`src/rtl/gate_tt_settle_timer.sv`:
```
// Load/count/expire down-counter that paces how long each test vector is held
// on the gate under test before it is sampled.
module gate_tt_settle_timer #(
  parameter int unsigned SETTLE_CYCLES = 1,
  parameter int unsigned CNT_W         = 8
) (
  input  logic clk_i,
  input  logic rst_i,
  input  logic load_i,
  input  logic en_i,
  output logic expire_o
);

  localparam logic [CNT_W-1:0] LOAD_VAL = CNT_W'(SETTLE_CYCLES - 1);

  logic [CNT_W-1:0] cnt_q, cnt_d;

  always_comb begin
    cnt_d = cnt_q;
    if (load_i) begin
      cnt_d = LOAD_VAL;
    end else if (en_i && (cnt_q != '0)) begin
      cnt_d = cnt_q - 1'b1;
    end
  end

  always_ff @(posedge clk_i or posedge rst_i) begin
    if (rst_i) begin
      cnt_q <= '0;
    end else begin
      cnt_q <= cnt_d;
    end
  end

  // Loaded with SETTLE_CYCLES-1, so expiry falls on the last settle cycle.
  assign expire_o = (cnt_q == '0);

endmodule

```
`config.mk`:
```
export PLATFORM = sky130hd
export DESIGN_NAME = gate_tt_settle_timer
export DESIGN_NICKNAME = d
export VERILOG_FILES = /design/src/rtl/gate_tt_settle_timer.sv
export SDC_FILE = /design/constraint.sdc
export NUM_CORES = 1
export LEC_CHECK = 0
export CAP_MARGIN = 15
export CORE_UTILIZATION = 31
export CTS_CLUSTER_DIAMETER = 100
export DETAILED_ROUTE_END_ITERATION = 10
export GPL_TIMING_DRIVEN = 0
export SETUP_SLACK_MARGIN = 0.1
export SLEW_MARGIN = 20
export SYNTH_ARGS = -nofsm -noshare
export SYNTH_HDL_FRONTEND = slang
export SYNTH_SLANG_ARGS = --single-unit
```
`constraint.sdc`:
```
create_clock -name clk_i -period 5.1 [get_ports clk_i]
set_input_delay 1.02 -clock clk_i [delete_from_list [all_inputs] [get_ports clk_i]]
set_output_delay 1.02 -clock clk_i [all_outputs]
set_load 0.03 [all_outputs]
```
[Yosys cells after proc, flatten, opt, wreduce, memory -nomap -nowiden]
Cells that the tools add are included.
Storage, ports and cells
  logic and storage cells: 8
  register bits after elaboration: 8
  bits of input ports: 4
Operators by class
  muxes and demuxes: 2
  reductions and logical operators: 4
  add/subtract/negate cells: 1
Operator list (count)
  two-way mux 8 bit: 2
  logical NOT 8 bit: 1
  nonzero test 8 bit: 1
  subtractor 8 x 1 -> 8 bit, second input constant: 1
  nonzero test 2 bit: 1
  logical AND 1 bit: 1

[Depth between registers and ports, before layout]
  depth after elaboration: 4
  gate-level depth with buffers: 5
  gate-level depth less buffers: 5

[Worst setup path after synthesis]
No wires, ideal clock.
  path type: register -> output
  start point: register cnt_q[0]
  end point: output port expire_o
  stages on the path, launching flop included: 5
  arrival: 1319 ps
  data required time: 4080 ps
  slack: 2761 ps
  path buffers: 0
  path through: dfrtp_1 inv_1 ha_1 nor3b_1 and2_1
On the way
  longest elaborated chain between the ends: 1
RTL lines
  from (decl): RTL line 16  | logic [CNT_W-1:0] cnt_q, cnt_d;
  from (signal assigned): RTL line 31  | cnt_q <= cnt_d;
  logical NOT 8 bit: RTL line 36  | assign expire_o = (cnt_q == '0);
  to (decl): RTL line 11  | output logic expire_o
Every way passes these cells.

[Worst setup path after layout]
Same ends and word-level chain as after synthesis.

==> results.yml <==
outcome:
  status: "finished, final reports clean"
cts:
  h-tree-depth: 1
  clkTransAtPathRegs_ns: 0.05
  cts_buffers: 3
  clockBufferDepth: 2
  clkSinkCount: 8
  ctsHoldBuffers: 0
  post_cts_resized: 0
  cts_tree: "built"
  cts-root-buf: "clkbuf_4"
  cts_setup_buffers: 0
  insertion_delay_ns: 0.25
finish:
  fin_nets: 61
  design_area_sq_um: 534
  final_common_cell: "dfrtp_1"
  fill_cells: 134
  largest_reg_flops: 8
  diodes: 0
  top_regs: "cnt_q (8)"
  layout_common_cells: "dfrtp_1 (8), inv_1 (4), a21oi_1 (4)"
  drive_above_1_share_pct: 13.2
  top_register: "cnt_q"
  areaGrowthSynthToFinish_pct: 15.4
placed_design:
  gp_congestion: 0.687
  hpwl_um: 673
  dpl_cell_area_sq_um: 512
  port_buffers: 3
  place_ws_ns: 2.05
logic_synthesis:
  netlist_instances: 47
  syn_avg_cell_area_sq_um: 9.85
  seq_area_frac_synth_pct: 43.2
  synth_compound_area_share_pct: 23.2
  synth.area.mux_share_pct: 2.43
  synth_warnings: 0
  yosysTopAreaCellShare_pct: 43.2
  synth_top_area_cell: "dfrtp_1"
  synth_nets: 53
  synth_cell_type_count: 24
  syn_area_sq_um: 463
  ys_ff_latch: 8
  synth_adder_area_share_pct: 5.41
  synth.area.top_cells: "dfrtp_1 (43%), ha_1 (5.4%), or4_1 (4.9%), a21oi_1 (4.3%), o311ai_0 (3.8%)"
  synth_xor_area_share_pct: 0
  yosys.area_share.simple_pct: 21.6
  synth_top_family_by_area: "compound AO/OA/AOI/OAI gates"
global_routing:
  grt_use_total_pct: 16.4
  overflow: 0
  grt.met2_usage_pct: 24.2
  grt_busiest_layer: "met2"
  grt_pass1_wl_mm: 1.62
  met3_usage_pct: 9.78
  grt_max_degree: 10
  use_met1_pct: 18.8
  antenna_found_initial: 0
  grt_pass1_vias: 363
sta:
  drv_slew: 0
  fmax_mhz: 303
  period_minus_slack_ns: 3.30
  hold_viol_final: 0
  fin_setup_tns_ns: 0
  worst_slack_ns: 1.80
  finClkSkew_ns: 0.00128
  worst_pin_slew_ns: 0.525
  rsz0062_at_grt: "false"
  maxSlewHeadroom_pct: 64.7
  finalCritPeriodShare_pct: 64.7
  setup_viol: 0
pwr:
  power_density_nw_per_um2: 688
  peakVddDrop_mv: 0.333
  p_leak_nw: 0.229
floorplanning:
  rows: 13
  fp.dieW_um: 40.6
  core_area_sq_um: 1350
  pin_count: 5
  die_h_um: 40.6
  dieArea_sq_um: 1650
  start_util_pct: 34.3
worst_setup_path:
  criticalPathCategory: "register to output pin"
  worstReg2RegStart: "cnt_q[0]"
  critPathLaunchType: "register"
  crit_arrival_ns: 2.28
  required_ns: 4.08
  reg2reg_depth: 5
  endpoint_kind: "output pin"
  r2r_setup_slack_ns: 3.35
  critical_path.max_fanout: 5
  r2r_end: "cnt_q[0]"
route:
  num_vias: 391
  drtIter0Drc: 11
  dr.pass1.iters: 4
  finalWirelength_um: 905
  drcViolationCount: 0
  wl_per_cell_um: 13.3
  via_per_inst: 5.75
  postRouteAntennaNets: 0
hold_path:
  min_path_type: "register to register"
  min_path_cells: 1
  hold_end: "cnt_q[7]"
  min_from: "cnt_q[6]"
run:
  maxCapViolations: 0
## cell type report
type | instances | area [sq um] | area share [%]
Buffer | 1 | 3.75 | 0.703
Timing Repair Buffer | 3 | 30.0 | 5.62
Inverter | 4 | 15.0 | 2.81
Multi-Input combinational cell | 34 | 244 | 45.7
Sequential cell | 8 | 200 | 37.5
Tap cell | 15 | 18.8 | 3.51
Clock buffer | 3 | 22.5 | 4.22
## worst max-delay path: stages (launching register included)
cell             delay [ns]
dfrtp_1                0.38
inv_1                  0.11
ha_1                   0.19
nor3b_1                0.42
and2_1                 0.25
clkdlybuf4s50_1        0.69
## stage by stage
stage	instances	power [mW]	util, %	hold WS [ns]
after floorplan	47	0.265	-	0.479
after global routing	68	0.405	39.6	0.577
after detailed placement	65	0.320	37.9	0.515
final	68	0.367	39.6	0.532
after CTS	68	0.371	39.6	0.530
after global placement	65	0.317	37.9	0.515
## power by group
part	total, mW	internal [mW]	switching, mW
Combinational	0.200	0.0939	0.106
Clock	0.0485	0.0269	0.0216
Sequential	0.119	0.0893	0.0300
## routing by layer
layer	vias up	wire length, um
li1	199	-
met1	180	440
met2	10	398
met3	2	56
met4	0	10
met5	-	0
## cells by family (layout without fill, tap and decap cells)
group,Yosys count,in the layout
AND/OR/NAND/NOR,16,16
AO/OA/AOI/OAI,15,15
flip-flops,8,8
buffers and inverters,5,11
adder cells (fa/ha/maj),2,2
multiplexers,1,1
## cells in the mapped netlist
library cell,instances
a2111o_1,1
a211o_1,1
a21boi_0,1
a21oi_1,4
and2_1,1
clkbuf_1,1
dfrtp_1,8
ha_1,2
inv_1,4
mux2_2,1
nand2_1,3
nor2_1,2
nor2b_1,1
nor3b_1,1
nor4_1,1
o21ai_0,3
o221a_2,1
o311ai_0,2
o31ai_1,1
o41ai_1,1
or3_1,2
or3b_2,1
or4_1,3
or4_4,1
## how the worst max path moves through the flow
stage,slack (ns),to,start,cells past startpoint
6_report,1.80,expire_o,cnt_q[0],5
3_3_place_gp,2.04,expire_o,cnt_q[0],5
5_1_grt,1.61,expire_o,cnt_q[0],5
3_5_place_dp,2.05,expire_o,cnt_q[0],5
2_1_floorplan,2.76,expire_o,cnt_q[0],4
4_1_cts,1.77,expire_o,cnt_q[0],5
(Power assumes the default switching activity.)
